===== src/rtl/bsg_sdr_token_credit_tx.sv =====
// Transmit endpoint of the SDR token-credit link: registers core words onto the link and spends
// one receiver credit per word, recovering credits from the receiver's token toggle wire.
// Optional macro BSG_SDR_TOKEN_TX_OVERFLOW_CHECK_EN builds the sticky credit-overflow flag.
module bsg_sdr_token_credit_tx #(
    parameter int unsigned width_p                         = 16,
    parameter int unsigned lg_fifo_depth_p                 = 3,
    parameter int unsigned lg_credit_to_token_decimation_p = 0
) (
    input  logic                       clk_i,
    input  logic                       reset_i,
    input  logic [width_p-1:0]         data_i,
    input  logic                       v_i,
    output logic                       ready_and_o,
    output logic [width_p-1:0]         link_data_o,
    output logic                       link_v_o,
    input  logic                       link_token_i,
    output logic [lg_fifo_depth_p:0]   credits_o,
    output logic                       err_overflow_o
);

    localparam int unsigned CredW = lg_fifo_depth_p + 1;
    localparam int unsigned CalcW = lg_fifo_depth_p + 2;
    localparam logic [CalcW-1:0] FullCredits  = CalcW'(1) << lg_fifo_depth_p;
    localparam logic [CalcW-1:0] TokenCredits = CalcW'(1) << lg_credit_to_token_decimation_p;

    logic [CredW-1:0]   credits_q, credits_d;
    logic               tok_s1_q, tok_s2_q, tok_p_q;
    logic               link_v_q;
    logic [width_p-1:0] link_data_q;
    logic               send, ret, overflow;
    logic [CalcW-1:0]   nxt;

    assign ready_and_o = ~reset_i & (credits_q != '0);
    assign send        = v_i & ready_and_o;
    // Only rising token edges return credits.
    assign ret         = tok_s2_q & ~tok_p_q;

    always_comb begin
        nxt       = CalcW'(credits_q) - CalcW'(send) + (ret ? TokenCredits : '0);
        overflow  = nxt > FullCredits;
        credits_d = overflow ? FullCredits[CredW-1:0] : nxt[CredW-1:0];
    end

    always_ff @(posedge clk_i) begin
        if (reset_i) begin
            credits_q   <= FullCredits[CredW-1:0];
            tok_s1_q    <= 1'b0;
            tok_s2_q    <= 1'b0;
            tok_p_q     <= 1'b0;
            link_v_q    <= 1'b0;
            link_data_q <= '0;
        end else begin
            credits_q <= credits_d;
            tok_s1_q  <= link_token_i;
            tok_s2_q  <= tok_s1_q;
            tok_p_q   <= tok_s2_q;
            link_v_q  <= send;
            if (send) begin
                link_data_q <= data_i;
            end
        end
    end

    assign link_v_o    = link_v_q;
    assign link_data_o = link_data_q;
    assign credits_o   = credits_q;

`ifdef BSG_SDR_TOKEN_TX_OVERFLOW_CHECK_EN
    logic err_q;

    always_ff @(posedge clk_i) begin
        if (reset_i) begin
            err_q <= 1'b0;
        end else if (overflow) begin
            err_q <= 1'b1;
        end
    end

    assign err_overflow_o = err_q;

`ifndef SYNTHESIS
    logic [63:0] cycle_q;

    always_ff @(posedge clk_i) begin
        cycle_q <= reset_i ? '0 : cycle_q + 64'd1;
        if (!reset_i && overflow) begin
            $error("bsg_sdr_token_credit_tx: credit overflow at cycle %0d", cycle_q);
        end
    end
`endif
`else
    assign err_overflow_o = 1'b0;
`endif

endmodule


===== config.mk =====
export PLATFORM = sky130hd
export DESIGN_NAME = bsg_sdr_token_credit_tx
export DESIGN_NICKNAME = d
export VERILOG_FILES = /design/src/rtl/bsg_sdr_token_credit_tx.sv
export SDC_FILE = /design/constraint.sdc
export NUM_CORES = 1
export LEC_CHECK = 0
export ABC_AREA = 1
export CORE_MARGIN = 10
export CORE_UTILIZATION = 37
export CTS_BUF_LIST = sky130_fd_sc_hd__clkbuf_16
export DETAILED_ROUTE_END_ITERATION = 16
export PLACE_DENSITY_LB_ADDON = 0.12
export SLEW_MARGIN = 20
export SYNTH_ARGS = -nofsm -noshare
export SYNTH_HDL_FRONTEND = slang
export SYNTH_SLANG_ARGS = --single-unit

===== constraint.sdc =====
create_clock -name clk_i -period 2.64 [get_ports clk_i]
set_clock_uncertainty 0.05 [all_clocks]
set_input_delay 0.264 -clock clk_i [delete_from_list [all_inputs] [get_ports clk_i]]
set_output_delay 0.264 -clock clk_i [all_outputs]
set_load 0.02 [all_outputs]

==> run metrics, run 1 <==
status completed; layout cells sized above 1 18.5%; initial antenna violation count 0; vias in the first global route 1007; flop2flop setup slack 0.17 ns; Root Driver clkbuf_16; # diodes 0; multi-input logic area 500 um^2; CTS tree built; CP Data Required Time 2.78 ns; Layout area overhead 51.7%; Vias/cell 4.66; Fill cells 257; GPL Wtd Cong 0.836; hold wc startpoint tok_s1_q; most instantiated cells after synthesis nand2_1, dfxtp_1, nand3_1; Initial Util 39.0%; first-pass GRT wire length 4350 um; area share of the largest cell type after synthesis 44.2%; Synth Warn # 0; Crit path top cell by count inv_1; die area 5500 um^2; Worst Hold Path EP tok_s2_q; Post-Syn Area 1090 um^2; Area contributors post-synth dfxtp_1, nand2_1, nand3_1; IO buf count 41; worst hold stages 2; DR WL/cell 12.0 um; number of max-cap violations 0; sequential fraction of the synthesis area 44.2%; clk sinks 24; htree depth 1; CP Capture Type flip-flop; Chip Height 74.2 um; Crit path largest cell delay 0.54 ns; DRC 0; worst-path fanout max 3; vias 973; fin nets 206; clock latency on the worst-skew pair 0.25 ns; ys async rst share 0%; leading area contributor after synthesis dfxtp_1; I/O pin total 43; Cell variety after synth 21; crit path DAT 2.60 ns; final wirelength 2500 um; VDD IR max 0.532 mV; Core Box Area 2780 um^2; hold_buf cts 0; Die Wd 74.2 um; Routed Antenna Nets 0; Worst R2R End credits_o[2]; Syn Area/Cell 8.17 um^2; critical path cell sequence inv_1, ha_2, nand2_2, nand2_4, inv_4, nand2_8, inv_8, ha_1, inv_1, ha_1, inv_1, fa_2, nand4_1, nand3_1, nand3_2, nor2_2; Worst Hold Class flip-flop to flip-flop; final setup fails 0; Tmin final 2.47 ns; DR pass1 iterations 2; grt ovf 0; largest net degree at the start of global routing 19; Final Cell Area 1650 um^2; R2R cell count 16; Primary FF master, synth dfxtp_1; most frequent cell after synthesis nand2_1; Fmax 406 MHz; Worst R2R Start credits_o[2]; Lkg Pwr 0.768 nW; Slew Limit Fails 0; CP max-delay cell fa_2; DP HPWL 2040 um; synthesized net count 160; Worst Slack Setup Final 0.174 ns; Startpoint Class flip-flop; number of flops mapped to enable cells by yosys 0; period utilisation layout 93.4%; synthesized instance count 133; register area 483 um^2; Fin. Hold Viols 0; gr usage total 9.73%; Sum Neg Setup Slack 0 ns; pre-CTS setup slack -0.0620 ns; CTS buffer count 3; clk buf depth 2; cell area power density 863 nW/um^2; count of placed standard cells including taps 205; fin util 59.2%; FF+latch count, synth 24; Placed Area 1530 um^2; Clock transition at path regs 0.06 ns; Crit Path Class flip-flop to flip-flop; post-route insts no fill 209; floorplan row count 19; drt initial violations 37
cell type report:
cell class                 instances  share of cell area [%]
timing repair buffer              45                    26.7
sequential                        24                    29.3
inverter                          18                    4.86
tap                               31                    2.35
clock inverter                     1                    1.82
clock buffer                       3                    4.56
multi-input combinational         87                    30.4
sequential cells by signal (all words and copies together) (netlist names):
name / cells
credits_o: 4
link_data_o: 16
link_v_o: 1
tok_p_q: 1
tok_s1_q: 1
tok_s2_q: 1
power breakdown:
| part | switching, mW | internal, mW | total [mW] | leakage, nW |
|---|---|---|---|---|
| Combinational | 0.292 | 0.244 | 0.536 | 0.519 |
| Sequential | 0.0390 | 0.421 | 0.460 | 0.198 |
| Clock | 0.124 | 0.301 | 0.425 | 0.0511 |
| Total | 0.455 | 0.966 | 1.42 | 0.768 |
through the flow:
step                hold WS, ns  power (mW)
CTS                       0.363        1.42
floorplan                 0.285       0.785
global route              0.388        1.52
global placement          0.340       0.969
finish                    0.360        1.42
detailed placement        0.354       0.986
layer usage:
| layer | track usage (%) | part of all wire [%] | routed length (um) | vias to the layer above |
|---|---|---|---|---|
| met5 | 0 | 0 | 0 | - |
| met3 | 5.32 | 10 | 257 | 2 |
| met2 | 16.7 | 48 | 1210 | 25 |
| li1 | - | - | - | 503 |
| met4 | 3.11 | 0.64 | 16 | 0 |
| met1 | 9.92 | 41 | 1020 | 443 |
critical path, delay by kind of cell (launching register included):
kind	cells	cell delay [ns]
fa+ha+maj	4	1.14
buf+inv	5	0.25
simple gates	7	0.65
flops	1	0.33
logic make-up after synthesis:
| kind of cell | after synthesis | synth area share [%] |
|---|---|---|
| compound gates | 2 | 0.922 |
| fa+ha+maj | 7 | 8.76 |
| buf+inv | 22 | 11.3 |
| flops | 24 | 44.2 |
| other cells | 1 | 0.345 |
| simple gates | 77 | 34.4 |
cell usage in the layout (no fill, tap or decap), types with 2 or more instances in the layout:
cell	netlist	layout
clkdlybuf4s50_1	0	41
nand2_1	32	30
nand3_1	23	22
dfxtp_1	24	22
inv_1	15	13
nand2_2	9	11
nor2_1	7	6
ha_1	6	5
buf_4	1	4
clkbuf_16	0	3
inv_4	2	2
inv_2	0	2
a21oi_1	2	2
nand4_1	2	2
dfxtp_2	0	2
what timing repair did:
item | CTS | global route
setup endpoints to repair | 0 | 3
setup buffers | 0 | 0
resized for setup | 0 | 8
how the worst max path moves through the flow:
stage / to / from
6_report: credits_o[2] / credits_o[2]
3_5_place_dp: credits_o[2] / reset_i
4_1_cts: credits_o[2] / credits_o[2]
5_1_grt: credits_o[2] / credits_o[2]
3_3_place_gp: credits_o[2] / reset_i
2_1_floorplan: credits_o[2] / credits_o[2]
Power figures use the tool's default switching activity.
==> run 2, diff against run 1 <==
REMOVE_ABC_BUFFERS = 1   (was not set)
==> run metrics, run 2 (synthesis results as in run 1) <==
status completed; Worst Setup EP credits_o[2]; unrepaired setup endpoints after global routing false; period utilisation layout 92.1% (-1.3 points); post-route insts no fill 209 (unchanged); Die Wd 74.2 um (unchanged); Worst Hold Class flip-flop to flip-flop; Initial Util 39.0% (unchanged); Vias/cell 4.53 (-2.8%); worst-path fanout max 3 (unchanged); die area 5500 um^2 (unchanged); VDD IR max 0.447 mV (-16%); final setup fails 0 (unchanged); largest net degree at the start of global routing 19 (unchanged); commonest non-fill, non-tap cells in the layout clkdlybuf4s50_1, nand2_1, nand3_1, dfxtp_1, inv_1; CTS tree built; drt initial violations 30 (-19%); commonest non-fill, non-tap cell in the layout clkdlybuf4s50_1; number of max-cap violations 0 (unchanged); layout cells sized above 1 17.4% (-1.1 points); DRC 0 (unchanged); max FFs per register 16 (unchanged); R2R cell count 19 (+3); CP Data Required Time 2.78 ns (about the same); CTS buffer count 3 (unchanged); crit path DAT 2.57 ns (-0.03 ns); Slew Limit Fails 0 (unchanged); clk buf depth 2 (unchanged); Crit Path Class flip-flop to flip-flop; Layout area overhead 51.5%; hold_buf cts 0 (unchanged); DR WL/cell 12.7 um (+6.1%); grt ovf 0 (unchanged); Fmax 411 MHz (+1.4%); fin nets 206 (unchanged); Fill cells 268 (+4.3%); Worst Slack Setup Final 0.208 ns (+0.0339 ns); DP HPWL 2120 um (+3.9%); first-pass GRT wire length 4370 um (+0.62%); IO buf count 41 (unchanged); DR pass1 iterations 4 (+2); multi-input logic area 498 um^2 (-0.50%); vias 946 (-2.8%); CP Capture Type flip-flop; Startpoint Class flip-flop; clock latency on the worst-skew pair 0.25 ns (about the same); Critical Path Start credits_o[2]; flop2flop setup slack 0.21 ns (+0.03 ns); Fin. Hold Viols 0 (unchanged); Tmin final 2.43 ns (-0.0339 ns); htree depth 1 (unchanged); Core Box Area 2780 um^2 (unchanged); pre-CTS setup slack -0.0459 ns (+0.0161 ns); initial antenna violation count 0 (unchanged); I/O pin total 43 (unchanged); cell area power density 860 nW/um^2 (-0.31%); Chip Height 74.2 um (unchanged); floorplan row count 19 (unchanged); final wirelength 2660 um (+6.1%); GPL Wtd Cong 0.778 (-6.9%); Routed Antenna Nets 0 (unchanged); vias in the first global route 961 (-4.6%); hold wc startpoint tok_s1_q; Root Driver clkbuf_16; register area 483 um^2 (unchanged); Lkg Pwr 0.769 nW (+0.14%); Pwr Total 1.42 mW (-0.46%); Sum Neg Setup Slack 0 ns (unchanged); Worst R2R Start credits_o[2]; gr usage total 9.93% (+0.20 points); count of placed standard cells including taps 205 (unchanged); Worst R2R End credits_o[2]; Clock transition at path regs 0.06 ns (about the same); clk sinks 24 (unchanged); # diodes 0 (unchanged)
run 2: area by class of cell:
type	instances	area share [%]
clock buffers	3	4.56
clock inverters	1	1.83
inverters	18	4.87
multi-input cells	87	30.3
flip-flops and latches	24	29.4
well taps	31	2.36
repair buffers	45	26.8
run 2: report_power, final:
| part | internal [mW] | switching (mW) | leakage [nW] | total (mW) |
|---|---|---|---|---|
| Combinational | 0.241 | 0.290 | 0.520 | 0.532 |
| Sequential | 0.421 | 0.0371 | 0.198 | 0.458 |
| Clock | 0.301 | 0.124 | 0.0511 | 0.425 |
run 2: per-layer routing:
metal	part of all wire [%]	wire [um]	GRT usage, %	vias to the layer above
li1	-	-	-	505
met1	42	1100	10.9	411
met2	46	1220	16.1	28
met3	12	315	5.32	2
met4	0.53	14	3.11	0
met5	0	0	0	-
run 2: worst max-delay path: stages (launching register included):
cell and delay [ns]:
dfxtp_2 0.32, inv_1 0.07, ha_2 0.18, nand2_2 0.07, nand2_4 0.06, inv_4 0.04
nand2_8 0.06, inv_8 0.03, ha_1 0.27, inv_1 0.05, ha_1 0.15, inv_1 0.05
fa_1 0.38, inv_1 0.08, nand3_1 0.08, nand2_1 0.08, nand2_1 0.06, nand2_2 0.07
nand3_2 0.10, nor2_2 0.11
run 2: repair_timing:
action                     CTS  global route
buffers inserted             0             0
setup endpoints to repair    0             4
gates resized for setup      0             8
run 2: worst min-delay path by stage:
stage / to / slack (ns) / depth (start not counted)
finish: tok_s2_q / 0.36 / 2
detailed placement: tok_s2_q / 0.35 / 2
global route: tok_s2_q / 0.36 / 2
floorplan: tok_s1_q / 0.29 / 1
CTS: tok_s2_q / 0.36 / 2
global placement: tok_s2_q / 0.34 / 2
run 2: per-stage QoR:
stage	instance area [um^2]	utilization [%]	hold WS, ns
floorplan	1040	-	0.285
global placement	1520	54.7	0.342
detailed placement	1520	54.7	0.350
CTS	1630	58.5	0.359
global route	1650	59.2	0.362
finish	1650	59.2	0.356
==> run 3, diff against run 2 <==
DONT_BUFFER_PORTS = 1   (was not set)
==> run metrics, run 3 (synthesis results as in run 1) <==
die area 5500 um^2 (unchanged); max FFs per register 16 (unchanged); CP Capture Type flip-flop; Sw Pwr 0.439 mW (-2.7%); status completed; VDD IR max 0.740 mV (+65%); Vias/cell 4.73 (+4.6%); Placed Area 1130 um^2 (-26%); clk buf depth 2 (unchanged); Fill cells 304 (+13%); grt ovf 0 (unchanged); post-route insts no fill 177 (-15%); Fmax 401 MHz (-2.5%); cell area power density 949 nW/um^2 (+10%); Chip Height 74.2 um (unchanged); Flop pwr share 41.3% (+8.9 points); worst-path fanout max 7 (+4); commonest non-fill, non-tap cells in the layout nand2_1, dfxtp_1, nand3_1; Slew Limit Fails 0 (unchanged); Layout area overhead 18.7%; vias in the first global route 784 (-18%); GPL Wtd Cong 0.774 (-0.48%); Hold Slack 0.0210 ns (-0.335 ns); Initial Util 39.0% (unchanged); commonest non-fill, non-tap cell in the layout nand2_1; DRC 0 (unchanged); Clock transition at path regs 0.06 ns (about the same); CTS buffer count 3 (unchanged); final setup fails 0 (unchanged); Core Box Area 2780 um^2 (unchanged); floorplan row count 19 (unchanged); clock network power share 26.2% (-3.9 points); Worst Hold Class input pin to flip-flop; initial antenna violation count 0 (unchanged); gr usage total 8.27% (-1.7 points); first-pass GRT wire length 3640 um (-17%); fin nets 174 (-16%); DR WL/cell 13.5 um (+6.6%); IO buf count 0 (-100%); Lkg Pwr 0.652 nW (-15%); Cell Int Power 0.784 mW (-19%); clock latency on the worst-skew pair 0.25 ns (about the same); Root Driver clkbuf_16; CP Data Required Time 2.78 ns (about the same); DP HPWL 1780 um (-16%); Tmin final 2.49 ns (+0.0612 ns); Die Wd 74.2 um (unchanged); Fin. Hold Viols 0 (unchanged); Routed Antenna Nets 0 (unchanged); htree depth 1 (unchanged); count of placed standard cells including taps 166 (-19%); Startpoint Class flip-flop; # diodes 0 (unchanged); crit path DAT 2.63 ns (+0.06 ns); drt initial violations 31 (+3.3%); largest net degree at the start of global routing 20 (+1); DR pass1 iterations 4 (unchanged); combinational power share 32.4% (-5.2 points); number of max-cap violations 0 (unchanged); clk sinks 24 (unchanged); I/O pin total 43 (unchanged); fin util 46.3% (-13 points); Crit Path Class flip-flop to flip-flop; layout cells sized above 1 28.1% (+11 points); Sw Ratio 35.9% (+4.0 points); Final Cell Area 1290 um^2 (-22%); Sum Neg Setup Slack 0 ns (unchanged); vias 838 (-11%); final wirelength 2400 um (-9.7%); period utilisation layout 94.4% (+2.3 points); CTS tree built
-- run 3: cell count changes in the layout (fill, tap and decap cells not counted), sizes merged --
cell,delta
clkinv,+1
clkdlybuf4s50,-41
buf,+8
nand2,+1
bufinv,-1
-- run 3: what timing repair did --
action / 4_1_cts / 5_1_grt
setup endpoints to repair: 3 / 4
hold endpoints to repair: 0 / 0
resized for setup: 1 / 9
hold buffers: 0 / 0
buffers inserted: 0 / 6
cloned: 0 / 1
pin swaps: 0 / 1
-- run 3: power groups by stage --
stage	clock network [mW]	logic (mW)	registers (mW)
5_1_grt	0.352	0.454	0.516
4_1_cts	0.330	0.352	0.508
6_report	0.321	0.397	0.506
3_5_place_dp	0	0.349	0.516
2_1_floorplan	0	0.243	0.529
3_3_place_gp	0	0.341	0.515
-- run 3: stage by stage --
| step | setup WS [ns] | total power [mW] |
|---|---|---|
| floorplan | -0.00728 | 0.772 |
| global placement | 0.0827 | 0.856 |
| detailed placement | 0.00704 | 0.865 |
| CTS | 0.0446 | 1.19 |
| global route | -0.0153 | 1.32 |
| finish | 0.147 | 1.22 |
-- run 3: worst paths after layout --
path	depth (start not counted)	startpoint	endpoint	slack, ns
max reg2reg	16	credits_o[2]	credits_o[2]	0.15
min reg2reg	2	tok_s1_q	tok_s2_q	0.35
max	16	credits_o[2]	credits_o[2]	0.15
min	1	reset_i	tok_s1_q	0.02
-- run 3: worst max-delay path, cell delays in order, from the launching register on --
cell     delay, ns
dfxtp_2       0.32
inv_1         0.08
ha_2          0.18
nand2_2       0.06
nand2_4       0.07
inv_4         0.05
nand2_8       0.10
inv_8         0.03
ha_1          0.27
inv_1         0.06
ha_1          0.15
inv_1         0.06
fa_2          0.53
nand4_1       0.12
nand3_2       0.11
nand3_2       0.08
nor2_1        0.09
-- run 3: cell type report --
type / instances / area (um^2) / share of cell area (%)
Clock buffer: 3 / 75.1 / 5.83
Clock inverter: 1 / 3.75 / 0.291
Inverter: 18 / 80.1 / 6.21
Multi-Input combinational cell: 88 / 519 / 40.3
Sequential cell: 24 / 482 / 37.4
Tap cell: 31 / 38.8 / 3.01
Timing Repair Buffer: 12 / 90.1 / 6.99
-- run 3: metal layers --
layer / up-vias / GRT usage, % / share of wire, %
met3: 2 / 6.65 / 15
met5: - / 0 / 0
li1: 440 / - / -
met2: 30 / 12.5 / 45
met1: 366 / 9.06 / 40
met4: 0 / 1.24 / 0.33
